==> src/rtl/alloc_pkg.sv <==
// Shared constants and sizing helper for the valid-entry allocation controller.
// Latency: n/a (package only).
// Backpressure: n/a (package only).
package alloc_pkg;

    localparam int NUM_ENTRY_DEF  = 16;
    localparam int ADDR_WIDTH_DEF = 4;
    localparam int NUM_REQ_DEF    = 2;

    // Bits needed to index n items (0..n-1); never less than one bit so a
    // single-requester build still has a legal pointer register.
    function automatic int cnt_width(input int n);
        int w;
        w = 1;
        while ((1 << w) < n) begin
            w++;
        end
        return w;
    endfunction

endpackage

==> src/rtl/rr_arbiter.sv <==
// Round-robin arbiter: first set request at or after ptr (wrapping) wins.
// Latency: purely combinational, grant in the same cycle as req.
// Backpressure: none; caller gates req to suppress grants.
//
// Ports:
//   req    - request vector, one bit per requester
//   ptr    - requester index with highest priority this cycle (< N)
//   gnt    - one-hot grant, all zero when req is zero
//   winner - binary index of the granted requester (0 when no grant)
module rr_arbiter
    import alloc_pkg::*;
#(
    parameter int N  = NUM_REQ_DEF,
    parameter int PW = cnt_width(N)
) (
    input  logic [N-1:0]  req,
    input  logic [PW-1:0] ptr,
    output logic [N-1:0]  gnt,
    output logic [PW-1:0] winner
);

    always_comb begin
        int   idx;
        logic found;
        gnt    = '0;
        winner = '0;
        found  = 1'b0;
        idx    = 0;
        for (int i = 0; i < N; i++) begin
            // Walk the requesters starting at ptr, wrapping past N-1.
            idx = int'(ptr) + i;
            if (idx >= N) begin
                idx -= N;
            end
            if (!found && req[idx]) begin
                found    = 1'b1;
                gnt[idx] = 1'b1;
                winner   = PW'(idx);
            end
        end
    end

endmodule

==> src/rtl/valid_entry_alloc_ctrl.sv <==
// Valid-bit slot allocator: hands lowest free entry to a round-robin winner, retires on release.
// Latency: grant/alloc_addr/lookup_valid combinational; state, count and error flags update next edge.
// Backpressure: no grant while full (registered) or flushing; requesters simply hold req.
//
// Ports:
//   clk, rst         - clock, synchronous active-high reset
//   req / gnt        - per-requester level request, one-hot same-cycle grant
//   alloc_addr       - entry owned by the granted requester from the next cycle
//   free_en/addr     - release strobe and index (bad index or free entry raises an error pulse)
//   flush            - clears every entry next cycle; blocks grants and releases this cycle
//   lookup_addr/valid- combinational read of the registered valid array
//   free_count, full, empty, err_double_free, err_bad_addr - registered status
module valid_entry_alloc_ctrl
    import alloc_pkg::*;
#(
    parameter int NUM_ENTRY  = NUM_ENTRY_DEF,
    parameter int ADDR_WIDTH = ADDR_WIDTH_DEF,
    parameter int NUM_REQ    = NUM_REQ_DEF
) (
    input  logic                  clk,
    input  logic                  rst,
    input  logic [NUM_REQ-1:0]    req,
    output logic [NUM_REQ-1:0]    gnt,
    output logic [ADDR_WIDTH-1:0] alloc_addr,
    input  logic                  free_en,
    input  logic [ADDR_WIDTH-1:0] free_addr,
    input  logic                  flush,
    input  logic [ADDR_WIDTH-1:0] lookup_addr,
    output logic                  lookup_valid,
    output logic [ADDR_WIDTH:0]   free_count,
    output logic                  full,
    output logic                  empty,
    output logic                  err_double_free,
    output logic                  err_bad_addr
);

    localparam int PW = cnt_width(NUM_REQ);
    localparam int CW = ADDR_WIDTH + 1;
    // Address space can exceed NUM_ENTRY; the widened copy keeps indexing
    // in range and reads zero for out-of-range slots.
    localparam int VW = 1 << ADDR_WIDTH;

    localparam logic [CW-1:0] ENTRY_CNT = CW'(NUM_ENTRY);
    localparam logic [PW-1:0] LAST_REQ  = PW'(NUM_REQ - 1);

    logic [NUM_ENTRY-1:0] valid;
    logic [VW-1:0]        valid_ext;
    logic [PW-1:0]        ptr;
    logic [PW-1:0]        winner;
    logic [NUM_REQ-1:0]   arb_req;
    logic                 grant;
    logic                 free_in_range;
    logic                 free_legal;
    logic                 free_bad;
    logic                 free_dbl;
    logic [NUM_ENTRY-1:0] set_mask;
    logic [NUM_ENTRY-1:0] clr_mask;
    logic [CW-1:0]        cnt_next;

    assign valid_ext = VW'(valid);

    // full is the registered flag, so an entry released while full only
    // becomes grantable on the following cycle.
    assign arb_req = (rst || full || flush) ? '0 : req;

    rr_arbiter #(
        .N  (NUM_REQ),
        .PW (PW)
    ) u_rr_arbiter (
        .req    (arb_req),
        .ptr    (ptr),
        .gnt    (gnt),
        .winner (winner)
    );

    assign grant = |gnt;

    // Lowest-index free slot: scan downward so the last hit is the lowest.
    always_comb begin
        alloc_addr = '0;
        for (int i = NUM_ENTRY - 1; i >= 0; i--) begin
            if (!valid[i]) begin
                alloc_addr = ADDR_WIDTH'(i);
            end
        end
    end

    assign lookup_valid = ({1'b0, lookup_addr} < ENTRY_CNT) && valid_ext[lookup_addr];

    // Release classification uses pre-edge state: the entry being granted
    // this cycle is still free, so releasing it counts as a double free.
    assign free_in_range = ({1'b0, free_addr} < ENTRY_CNT);
    assign free_bad      = free_en && !flush && !free_in_range;
    assign free_dbl      = free_en && !flush && free_in_range && !valid_ext[free_addr];
    assign free_legal    = free_en && !flush && free_in_range && valid_ext[free_addr];

    assign set_mask = grant      ? (NUM_ENTRY'(1) << alloc_addr) : '0;
    assign clr_mask = free_legal ? (NUM_ENTRY'(1) << free_addr)  : '0;
    assign cnt_next = free_count - CW'(grant) + CW'(free_legal);

    always_ff @(posedge clk) begin
        if (rst) begin
            valid           <= '0;
            ptr             <= '0;
            free_count      <= ENTRY_CNT;
            full            <= 1'b0;
            empty           <= 1'b1;
            err_double_free <= 1'b0;
            err_bad_addr    <= 1'b0;
        end else if (flush) begin
            valid           <= '0;
            free_count      <= ENTRY_CNT;
            full            <= 1'b0;
            empty           <= 1'b1;
            err_double_free <= 1'b0;
            err_bad_addr    <= 1'b0;
        end else begin
            valid           <= (valid | set_mask) & ~clr_mask;
            free_count      <= cnt_next;
            full            <= (cnt_next == '0);
            empty           <= (cnt_next == ENTRY_CNT);
            err_double_free <= free_dbl;
            err_bad_addr    <= free_bad;
            if (grant) begin
                ptr <= (winner == LAST_REQ) ? '0 : winner + PW'(1);
            end
        end
    end

endmodule

==> config.mk <==
export PLATFORM = sky130hd
export DESIGN_NAME = valid_entry_alloc_ctrl
export DESIGN_NICKNAME = d
export VERILOG_FILES = /design/src/rtl/alloc_pkg.sv /design/src/rtl/rr_arbiter.sv /design/src/rtl/valid_entry_alloc_ctrl.sv
export SDC_FILE = /design/constraint.sdc
export NUM_CORES = 1
export LEC_CHECK = 0
export ABC_AREA = 0
export CORE_MARGIN = 2
export CORE_UTILIZATION = 59
export CTS_BUF_LIST = sky130_fd_sc_hd__clkbuf_8
export CTS_CLUSTER_SIZE = 40
export DETAILED_ROUTE_END_ITERATION = 16
export GPL_TIMING_DRIVEN = 0
export HOLD_SLACK_MARGIN = 0.02
export PLACE_DENSITY = 0.84
export SLEW_MARGIN = 30
export SYNTH_ARGS = -nofsm -noshare
export SYNTH_HDL_FRONTEND = slang
export SYNTH_SLANG_ARGS = --single-unit
==> constraint.sdc <==
create_clock -name clk -period 6.1 [get_ports clk]
set_clock_uncertainty 0.1 [all_clocks]
set_input_delay 0.915 -clock clk [delete_from_list [all_inputs] [get_ports clk]]
set_output_delay 0.915 -clock clk [all_outputs]
set_load 0.005 [all_outputs]
==> impl_metrics.csv <==
group,metric,value,unit
status,outcome,"complete, no violations",
yosys,yosys_warnings,0,
routing,vias,1702,
yosys,avgSynthCellArea,8.75,sq um
cells_and_area,final_common_cell,"clkdlybuf4s50_1",
routing,post_drt_via_cell_ratio,6.55,
yosys,seq_area_frac_synth,0.288,
die,io_pins,30,
cells_and_area,regArea,500,sq um
cells_and_area,instances_no_fill,260,
yosys,async_reset_ff_frac,0,
clocking,numClockSinks,25,
yosys,syn_inst,199,
yosys,syn_nets,219,
die,fp.coreArea,2780,sq um
clocking,htreeDepth,1,
critical_path,r2r_cells,16,
clocking,root_buffer,"clkbuf_8",
critical_path,path_cells,"clkdlybuf4s50_1 -> mux4_1 -> mux4_2 -> clkdlybuf4s50_1",
routing,dr.pass1.iters,4,
clocking,cts_tree,"built",
pwr,p_int,0.000249,W
global_route,grt_pass1_wl,7560,um
timing,hold_slack,0.418,ns
yosys,synth.distinct_cells,52,
critical_path,crit_buf_inv,2,
timing,worstMarginPinSlew,0.541,ns
cells_and_area,multi_input_area,1110,sq um
timing,finalHoldViolations,0,
yosys,synth_flop_cell,"dfxtp_1",
yosys,synth_edf_count,0,
placement,place_congestion,0.871,
cells_and_area,layout_common_cells,"26 x clkdlybuf4s50_1, 25 x dfxtp_1, 16 x nand2_1",
placement,place_ws,1.87,ns
critical_path,cpMostUsedCell,"clkdlybuf4s50_1",
timing,min_period,4.01,ns
flow_run,cap_violations,0,
timing,setup_ws,2.09,ns
pwr,swShare,0.279,
timing,setup_viol,0,
worst_hold_path,min_path_cells,2,
critical_path,critPathKind,"primary input to output pin",
clocking,worstSkewPairLatency,0.28,ns
worst_hold_path,holdCritPathClass,"flop to flop",
critical_path,r2r-start,"valid[5]$_SDFF_PP0_",
placement,post-dp-hpwl,3490,um
routing,drtIter0Drc,118,
cells_and_area,nets,250,
pwr,peakVddDrop,0.000167,V
clocking,cts_buffers,3,
critical_path,critPathCaptureType,"output pin",
pwr,p_comb_frac,0.201,
routing,wl,4630,um
critical_path,critPathArrivalTime,3.00,ns
pwr,p_switching,0.0000967,W
die,die_w,58.3,um
global_route,overflow,0,
critical_path,worstPathRequired,5.08,ns
cells_and_area,synthToLayoutAreaGrowth,20.0,%
critical_path,worstSetupStartpointType,"primary input",
die,start_util,0.626,
global_route,antenna_found_initial,0,
routing,ant_nets,0,
critical_path,cp_max_fo,4,
clocking,cts_buffer_depth,2,
cells_and_area,diodes,0,
critical_path,path_delay_family,"buffers and inverters",
timing,period_share,0.657,
clocking,cts_hold_buf,0,
cells_and_area,fin_area,2090,sq um
critical_path,critPathMaxStageDelay,0.60,ns
timing,slew_headroom,0.639,
cells_and_area,drive_gt1_frac,0.131,
worst_hold_path,min_to,"valid[14]$_SDFF_PP0_",
yosys,ys_ff_latch,25,
yosys,netlist_area,1740,sq um
global_route,grt_max_degree,16,
pwr,powerDensity,166,nW/um^2
critical_path,reg2reg_to,"empty$_SDFF_PP1_",
critical_path,r2r_setup_slack,2.75,ns
pwr,clockPowerShare,0.301,
clocking,path_clk_slew,0.09,ns
critical_path,critPathSlowestCell,"clkdlybuf4s50_1",
pwr,p_leak,0.776,nW
routing,wl_per_cell,17.8,um
global_route,grt_pass1_vias,1623,
cells_and_area,fillers,226,
placement,dp.cells,256,
routing,drc,0,
placement,placed_area,2040,sq um
die,dieArea,3400,sq um
die,fp.dieH,58.3,um
timing,drv_slew,0,
timing,fmax,249,MHz
clocking,cts_resized,0,
timing,rsz0062_at_grt,"false",
clocking,postCtsSetupRepairBufs,0,
worst_hold_path,hold_start,"valid[14]$_SDFF_PP0_",
placement,io_buffer_count,26,
pwr,p_seq_frac,0.498,
timing,setup_tns,0,ns
die,rows,19,
global_route,grtUsageTotal,0.291,
synthesized netlist by cell type, types with 2 or more instances:
cell type | n | area [sq um]
clkbuf_1 | 5 | 18.8
nand3_1 | 6 | 30.0
a41oi_1 | 5 | 43.8
a41o_1 | 2 | 20.0
o211a_1 | 2 | 20.0
ha_1 | 5 | 62.6
nor2b_1 | 8 | 50.1
and3_1 | 6 | 37.5
buf_2 | 6 | 30.0
o31ai_1 | 2 | 15.0
nor2_1 | 11 | 41.3
o21ai_1 | 7 | 35.0
nand2b_1 | 2 | 12.5
nand2_1 | 16 | 60.1
a311oi_1 | 2 | 17.5
xor2_1 | 3 | 26.3
mux4_2 | 8 | 180
o21ai_0 | 5 | 25.0
buf_4 | 3 | 22.5
inv_1 | 14 | 52.6
and4_1 | 2 | 17.5
and2_1 | 3 | 18.8
nand4_1 | 8 | 50.1
a21oi_1 | 14 | 70.1
a31oi_1 | 3 | 18.8
dfxtp_1 | 25 | 500
worst register-to-register path: stages (launching register included):
cell and delay, ns:
dfxtp_1 0.31, buf_2 0.17, mux4_2 0.49, nor2b_1 0.15
a211oi_1 0.22, a21oi_1 0.09, nand2_1 0.09, ha_1 0.23
inv_1 0.07, ha_1 0.17, inv_1 0.06, fa_1 0.40
nor2b_1 0.14, o21ai_1 0.08, and3_1 0.17, o21ai_1 0.18
a21boi_1 0.17
stage by stage:
step                      utilization  total power [W]
after floorplan                     -         0.000213
after global placement          0.733         0.000240
after detailed placement        0.733         0.000244
after CTS                       0.751         0.000347
after global routing            0.751         0.000357
final                           0.751         0.000346
power by group through the flow:
stage           logic, W  registers (W)  clock network (W)
5_1_grt        0.0000755       0.000173           0.000108
2_1_floorplan  0.0000373       0.000176                  0
3_3_place_gp   0.0000649       0.000175                  0
4_1_cts        0.0000685       0.000172           0.000106
6_report       0.0000696       0.000172           0.000104
3_5_place_dp   0.0000679       0.000176                  0
metal layers:
metal  global-route usage  wire [um]  part of all wire
met5                    0          0                 0
met4                0.116         82             0.018
met3               0.0462        384             0.083
met2                0.462       2250              0.48
met1                0.399       1920              0.41
worst max path at each step:
stage	startpoint	to	slack, ns	cells past startpoint
final	lookup_addr[0]	lookup_valid	2.09	4
after global routing	free_addr[2]	empty$_SDFF_PP1_	1.92	16
after CTS	lookup_addr[0]	lookup_valid	2.10	4
after detailed placement	free_addr[2]	empty$_SDFF_PP1_	1.87	16
after global placement	free_addr[2]	empty$_SDFF_PP1_	1.97	16
after floorplan	free_addr[0]	empty$_SDFF_PP1_	2.44	16
cells by family (layout without fill, tap and decap cells):
family / after synthesis / count (layout) / synth area share
AND/OR/NAND/NOR: 71 / 71 / 0.232
AO/OA/AOI/OAI: 53 / 53 / 0.216
buffers and inverters: 30 / 60 / 0.0755
flip-flops: 25 / 25 / 0.288
multiplexers: 10 / 10 / 0.124
adder cells (fa/ha/maj): 6 / 6 / 0.0474
XOR/XNOR: 3 / 3 / 0.0151
other: 1 / 1 / 0.00215
registers in the layout, indices dropped and copies added, names as in the netlist, named ones only:
name and cells:
valid 16, full 1, free_count 5, empty 1, err_double_free 1
area by class of cell:
| type | count | area share |
|---|---|---|
| plain buffers | 14 | 0.0342 |
| flip-flops and latches | 25 | 0.240 |
| repair buffers | 26 | 0.125 |
| clock buffers | 3 | 0.0198 |
| inverters | 16 | 0.0288 |
| well taps | 31 | 0.0186 |
| clock inverters | 1 | 0.00359 |
| multi-input cells | 144 | 0.531 |
Power figures use the tool's default switching activity.
